$ cat config.mk
export PLATFORM = sky130hd
export DESIGN_NAME = bus_arbiter4
export DESIGN_NICKNAME = d
export VERILOG_FILES = /design/src/rtl/bus_arbiter4.sv
export SDC_FILE = /design/constraint.sdc
export NUM_CORES = 1
export LEC_CHECK = 0
export ABC_AREA = 1
export CAP_MARGIN = 20
export CORE_AREA = 5 5 91 93
export DETAILED_ROUTE_END_ITERATION = 7
export DIE_AREA = 0 0 96 98
export GPL_ROUTABILITY_DRIVEN = 0
export GPL_TIMING_DRIVEN = 1
export PLACE_DENSITY = 0.77
export SLEW_MARGIN = 30
export SYNTH_ARGS = -nofsm -noshare
export SYNTH_HDL_FRONTEND = slang
export SYNTH_SLANG_ARGS = --single-unit
$ cat constraint.sdc
create_clock -name clk -period 1.6 [get_ports clk]
set_clock_uncertainty 0.15 [all_clocks]
set_input_delay 0.24 -clock clk [delete_from_list [all_inputs] [get_ports clk]]
set_output_delay 0.24 -clock clk [all_outputs]
set_load 0.02 [all_outputs]
$ cat src/rtl/bus_arbiter4.sv
// ============================================================================
// Module   : bus_arbiter4
// Brief    : Four-way round-robin bus arbiter with 32-bit output mux and
//            ack watchdog.
// Revision : 1.0  initial release
// ============================================================================
`default_nettype none

module bus_arbiter4 #(
    parameter int TIMEOUT = 16,
    parameter int CNT_W   = 8
) (
    input  logic        clk,
    input  logic        rst,
    input  logic [3:0]  req,
    input  logic [31:0] x0,
    input  logic [31:0] x1,
    input  logic [31:0] x2,
    input  logic [31:0] x3,
    input  logic        ack,
    output logic [31:0] o,
    output logic [1:0]  sel,
    output logic [3:0]  grant,
    output logic        bus_req,
    output logic        timeout_err,
    output logic [1:0]  err_id
);

    typedef enum logic [0:0] {
        S_IDLE = 1'b0,
        S_BUSY = 1'b1
    } state_t;

    localparam logic [CNT_W-1:0] c_TERM = CNT_W'(TIMEOUT - 1);
    localparam logic [CNT_W-1:0] c_ONE  = CNT_W'(1);

    state_t           r_state;
    state_t           w_state_nxt;
    logic [1:0]       r_last;
    logic [1:0]       w_last_nxt;
    logic [CNT_W-1:0] r_cnt;
    logic [CNT_W-1:0] w_cnt_nxt;
    logic [3:0]       w_grant_nxt;
    logic [1:0]       w_sel_nxt;
    logic             w_bus_req_nxt;
    logic             w_terr_nxt;
    logic [1:0]       w_err_id_nxt;
    logic             w_found;
    logic [1:0]       w_winner;

    // Search starts just after the last owner so it gets lowest priority.
    always_comb begin
        logic [1:0] idx;
        w_found  = 1'b0;
        w_winner = r_last;
        idx      = r_last;
        for (int k = 1; k <= 4; k++) begin
            idx = r_last + 2'(k);
            if (!w_found && req[idx]) begin
                w_found  = 1'b1;
                w_winner = idx;
            end
        end
    end

    always_comb begin
        w_state_nxt   = r_state;
        w_last_nxt    = r_last;
        w_cnt_nxt     = r_cnt;
        w_grant_nxt   = grant;
        w_sel_nxt     = sel;
        w_bus_req_nxt = bus_req;
        w_terr_nxt    = 1'b0;
        w_err_id_nxt  = err_id;
        case (r_state)
            S_IDLE: begin
                if (w_found) begin
                    w_state_nxt   = S_BUSY;
                    w_sel_nxt     = w_winner;
                    w_grant_nxt   = 4'b0001 << w_winner;
                    w_bus_req_nxt = 1'b1;
                    w_cnt_nxt     = '0;
                end
            end
            S_BUSY: begin
                // ack takes precedence over a coincident watchdog expiry.
                if (ack || (r_cnt == c_TERM)) begin
                    w_state_nxt   = S_IDLE;
                    w_grant_nxt   = 4'b0000;
                    w_bus_req_nxt = 1'b0;
                    w_last_nxt    = sel;
                    w_cnt_nxt     = '0;
                    if (!ack) begin
                        w_terr_nxt   = 1'b1;
                        w_err_id_nxt = sel;
                    end
                end else begin
                    w_cnt_nxt = r_cnt + c_ONE;
                end
            end
            default: begin
                w_state_nxt = S_IDLE;
            end
        endcase
    end

    always_ff @(posedge clk) begin
        if (rst) begin
            r_state     <= S_IDLE;
            r_last      <= 2'd3;
            r_cnt       <= '0;
            grant       <= 4'b0000;
            sel         <= 2'd0;
            bus_req     <= 1'b0;
            timeout_err <= 1'b0;
            err_id      <= 2'd0;
        end else begin
            r_state     <= w_state_nxt;
            r_last      <= w_last_nxt;
            r_cnt       <= w_cnt_nxt;
            grant       <= w_grant_nxt;
            sel         <= w_sel_nxt;
            bus_req     <= w_bus_req_nxt;
            timeout_err <= w_terr_nxt;
            err_id      <= w_err_id_nxt;
        end
    end

    always_comb begin
        case (sel)
            2'd0:    o = x0;
            2'd1:    o = x1;
            2'd2:    o = x2;
            default: o = x3;
        endcase
    end

endmodule

`default_nettype wire

==> flow_summary_export.csv <==
group,metric,value,unit
setup_path,critical_path.startpoint_type,"flop",
setup_path,worst-r2r-cell-count,11,
synth,yosys.area.top_type,"sky130_fd_sc_hd__nand2_1",
route,drc,0,
pwr,static_power_due_to_leakage,2.14,nW
place,place_hpwl,7.86,mm
setup_path,cp.arrival,1460,ps
floorplan,die_ar,0.00941,mm2
clocking,tritoncts_clock_tree,"built",
clocking,worst_setup_hold_path_clk_slew,90,ps
global_route,grt_start_max_net_pins,26,
setup_path,crit_required,1210,ps
floorplan,io-pin-count,177,
sta,hold_violation_count_in_the_final_report,0,
setup_path,worstReg2RegStart,"r_last[0]",
clocking,cts.htree.levels,1,
sta,tightest_slew,424,ps
synth,synth_compound_gate_area_share,8.74,%
run,drv_cap,0,
sta,timing.final.ws_setup,-248,ps
layout,num_antenna_cells,0,
sta,rsz0062_at_grt,"yes",
synth,synth-edff-count,0,
worst_hold_path,timing.hold.worst.class,"reg2reg",
floorplan,initial_utilization,28.5,%
synth,ys.warnings.count,0,
setup_path,crit_start,"sel[1]",
clocking,tritoncts.num_buffers,3,
synth,synth-async-reset-ratio,0,%
route,detailroute.via_count,3206,
synth,synthAdderAreaFrac,0.590,%
global_route,first_global_vias,3238,
route,number_of_drc_markers_after_the_initial_detailed_route_iteration,82,
sta,final_clock_period_utilization_by_the_worst_path,115,%
global_route,global_route_wire_length_before_repair,15.5,mm
layout,final_cell_mix,"sky130_fd_sc_hd__clkdlybuf4s50_1 (131), sky130_fd_sc_hd__nand2_1 (127), sky130_fd_sc_hd__nand2_2 (47)",
floorplan,core_region_area,0.00745,mm2
route,count_of_tritonroute_iterations_in_the_first_routing_pass,4,
clocking,cts_max_path_buffers,2,
sta,relSlewSlack,71.7,%
synth,synth_area,0.00212,mm2
sta,max_freq,0.541,GHz
synth,post_synth_main_area_contributors,"sky130_fd_sc_hd__nand2_1 (31%), sky130_fd_sc_hd__dfxtp_1 (20%), sky130_fd_sc_hd__nand4_1 (9.7%)",
status,violations_in_the_final_reports,"setup timing",
global_route,total_routing_usage_gr,20.6,%
synth,postSynthRegisterBits,21,
synth,syn_nets,498,
sta,setup-violations-final,48,
synth,post_synth_and_or_nand_nor_area_fraction,62.3,%
synth,synth-main-ff-cell,"sky130_fd_sc_hd__dfxtp_1",
layout,design.final.nets,708,
place,dpl_worst_slack,-421,ps
sta,timing.final.crit_period,1850,ps
pwr,finalPower,3.79,mW
floorplan,die_x_extent,96,um
route,routed_wirelength,10.3,mm
synth,distinct_cell_type_count_after_synthesis,31,
clocking,clockRootBuffer,"sky130_fd_sc_hd__clkbuf_8",
place,port_buffers,176,
synth,synthDominantCellAreaShare,31.0,%
layout,layout-area-overhead-vs-synth,130,%
sta,finalMaxSlewViolations,0,
route,drtAntennaViolNets,0,
synth,dominant_combinational_cell_family_by_area_after_synthesis,"simple AND/OR/NAND/NOR gates",
pwr,cellPowerDensity,777,mW/mm2
clocking,cts.sinks,21,
synth,sequential_fraction_of_the_synthesis_area,19.8,%
worst_hold_path,hold_path_depth,2,
layout,post_route_cells_drive_above_1_share,36.6,%
layout,mostFrequentLayoutCell,"sky130_fd_sc_hd__clkdlybuf4s50_1",
route,routedWlPerCell,15.3,um
global_route,grt_antenna_before_repair,0,
synth,synthCells,362,
synth,synth_mux_area_share,0,%
place,placed_area,0.00426,mm2
setup_path,path_class,"reg2out",
clocking,holdBufCountCts,0,
global_route,overflow,0,
setup_path,path_max_fanout,6,
clocking,worstSkewPairLatency,270,ps
worst_hold_path,hp-start,"bus_req",
floorplan,die_h,98,um
layout,finalInstanceArea,0.00487,mm2
setup_path,end_kind,"output pin",
route,via_density_per_instance,4.76,
synth,avgSynthCellArea,5.86,um2
floorplan,rows,32,
pwr,vdd_drop_max,0.450,mV
status,status,"finished with violations",
synth,synthXorXnorAreaFrac,0.413,%
## where the power goes
part	total [mW]	switching (mW)	internal, mW
registers	0.624	0.0563	0.568
logic	2.80	1.43	1.37
clock network	0.367	0.193	0.174
## flip-flops by register name, summed over array words and instances (netlist names)
signal,count
r_cnt,8
grant,4
err_id,2
r_last,2
sel,2
bus_req,1
r_state,1
timeout_err,1
## per-stage QoR
stage	util [%]	setup TNS (ps)	std cells	hold slack, ps
after detailed placement	57.2	-17330	655	320
after CTS	61.0	-8320	667	332
after floorplan	-	0	362	264
after global placement	57.2	-15750	655	303
final	65.4	-8320	673	332
after global routing	65.4	-12020	673	351
## kinds of logic after synthesis
group | after synthesis
AO/OA/AOI/OAI | 27
XOR/XNOR | 1
flip-flops | 21
adder cells (fa/ha/maj) | 1
buffers and inverters | 39
AND/OR/NAND/NOR | 273
## per-layer routing
metal | vias up | wire, um | GRT usage, %
met1 | 1469 | 3880 | 23.9
met3 | 24 | 686 | 5.47
li1 | 1597 | - | -
met5 | - | 0 | 0
met4 | 0 | 275 | 4.70
met2 | 116 | 5470 | 36.8
## repair_timing
action | in CTS | in global routing
gates resized for setup | 231 | 84
pin swaps | 19 | 24
buffers inserted | 6 | 7
setup endpoints to repair | 62 | 53
cloned | 3 | 1
## worst max-delay path, cell delays in order (launching register included)
cell and delay, ps:
sky130_fd_sc_hd__dfxtp_4 430, sky130_fd_sc_hd__inv_4 50, sky130_fd_sc_hd__nor2_4 140, sky130_fd_sc_hd__buf_6 140
sky130_fd_sc_hd__buf_12 130, sky130_fd_sc_hd__nand2_2 50, sky130_fd_sc_hd__nand4_1 100, sky130_fd_sc_hd__buf_4 160
## cell usage after synthesis (4+ instances only)
library cell	n
sky130_fd_sc_hd__a21oi_2	10
sky130_fd_sc_hd__clkbuf_1	14
sky130_fd_sc_hd__dfxtp_1	21
sky130_fd_sc_hd__inv_1	16
sky130_fd_sc_hd__inv_2	5
sky130_fd_sc_hd__nand2_1	175
sky130_fd_sc_hd__nand2_2	13
sky130_fd_sc_hd__nand2_4	11
sky130_fd_sc_hd__nand3_1	20
sky130_fd_sc_hd__nand4_1	33
sky130_fd_sc_hd__nor2_1	10
sky130_fd_sc_hd__o21ai_0	5
sky130_fd_sc_hd__o21ai_1	4
## worst paths after layout
check                                 to  slack (ps)
worst max-delay path               o[26]        -250
worst min-delay path             bus_req         330
worst max register to register  r_cnt[1]        -160
worst min register to register   bus_req         330
## final cells by class
| type | instances | area, um2 |
|---|---|---|
| clock buffer | 3 | 41.3 |
| timing repair buffer | 220 | 2250 |
| multi-input combinational | 303 | 1890 |
| inverter | 23 | 111 |
| tap | 102 | 128 |
| fill | 645 | 2580 |
| sequential | 21 | 438 |
| clock inverter | 1 | 5.00 |
Power figures use the tool's default switching activity.
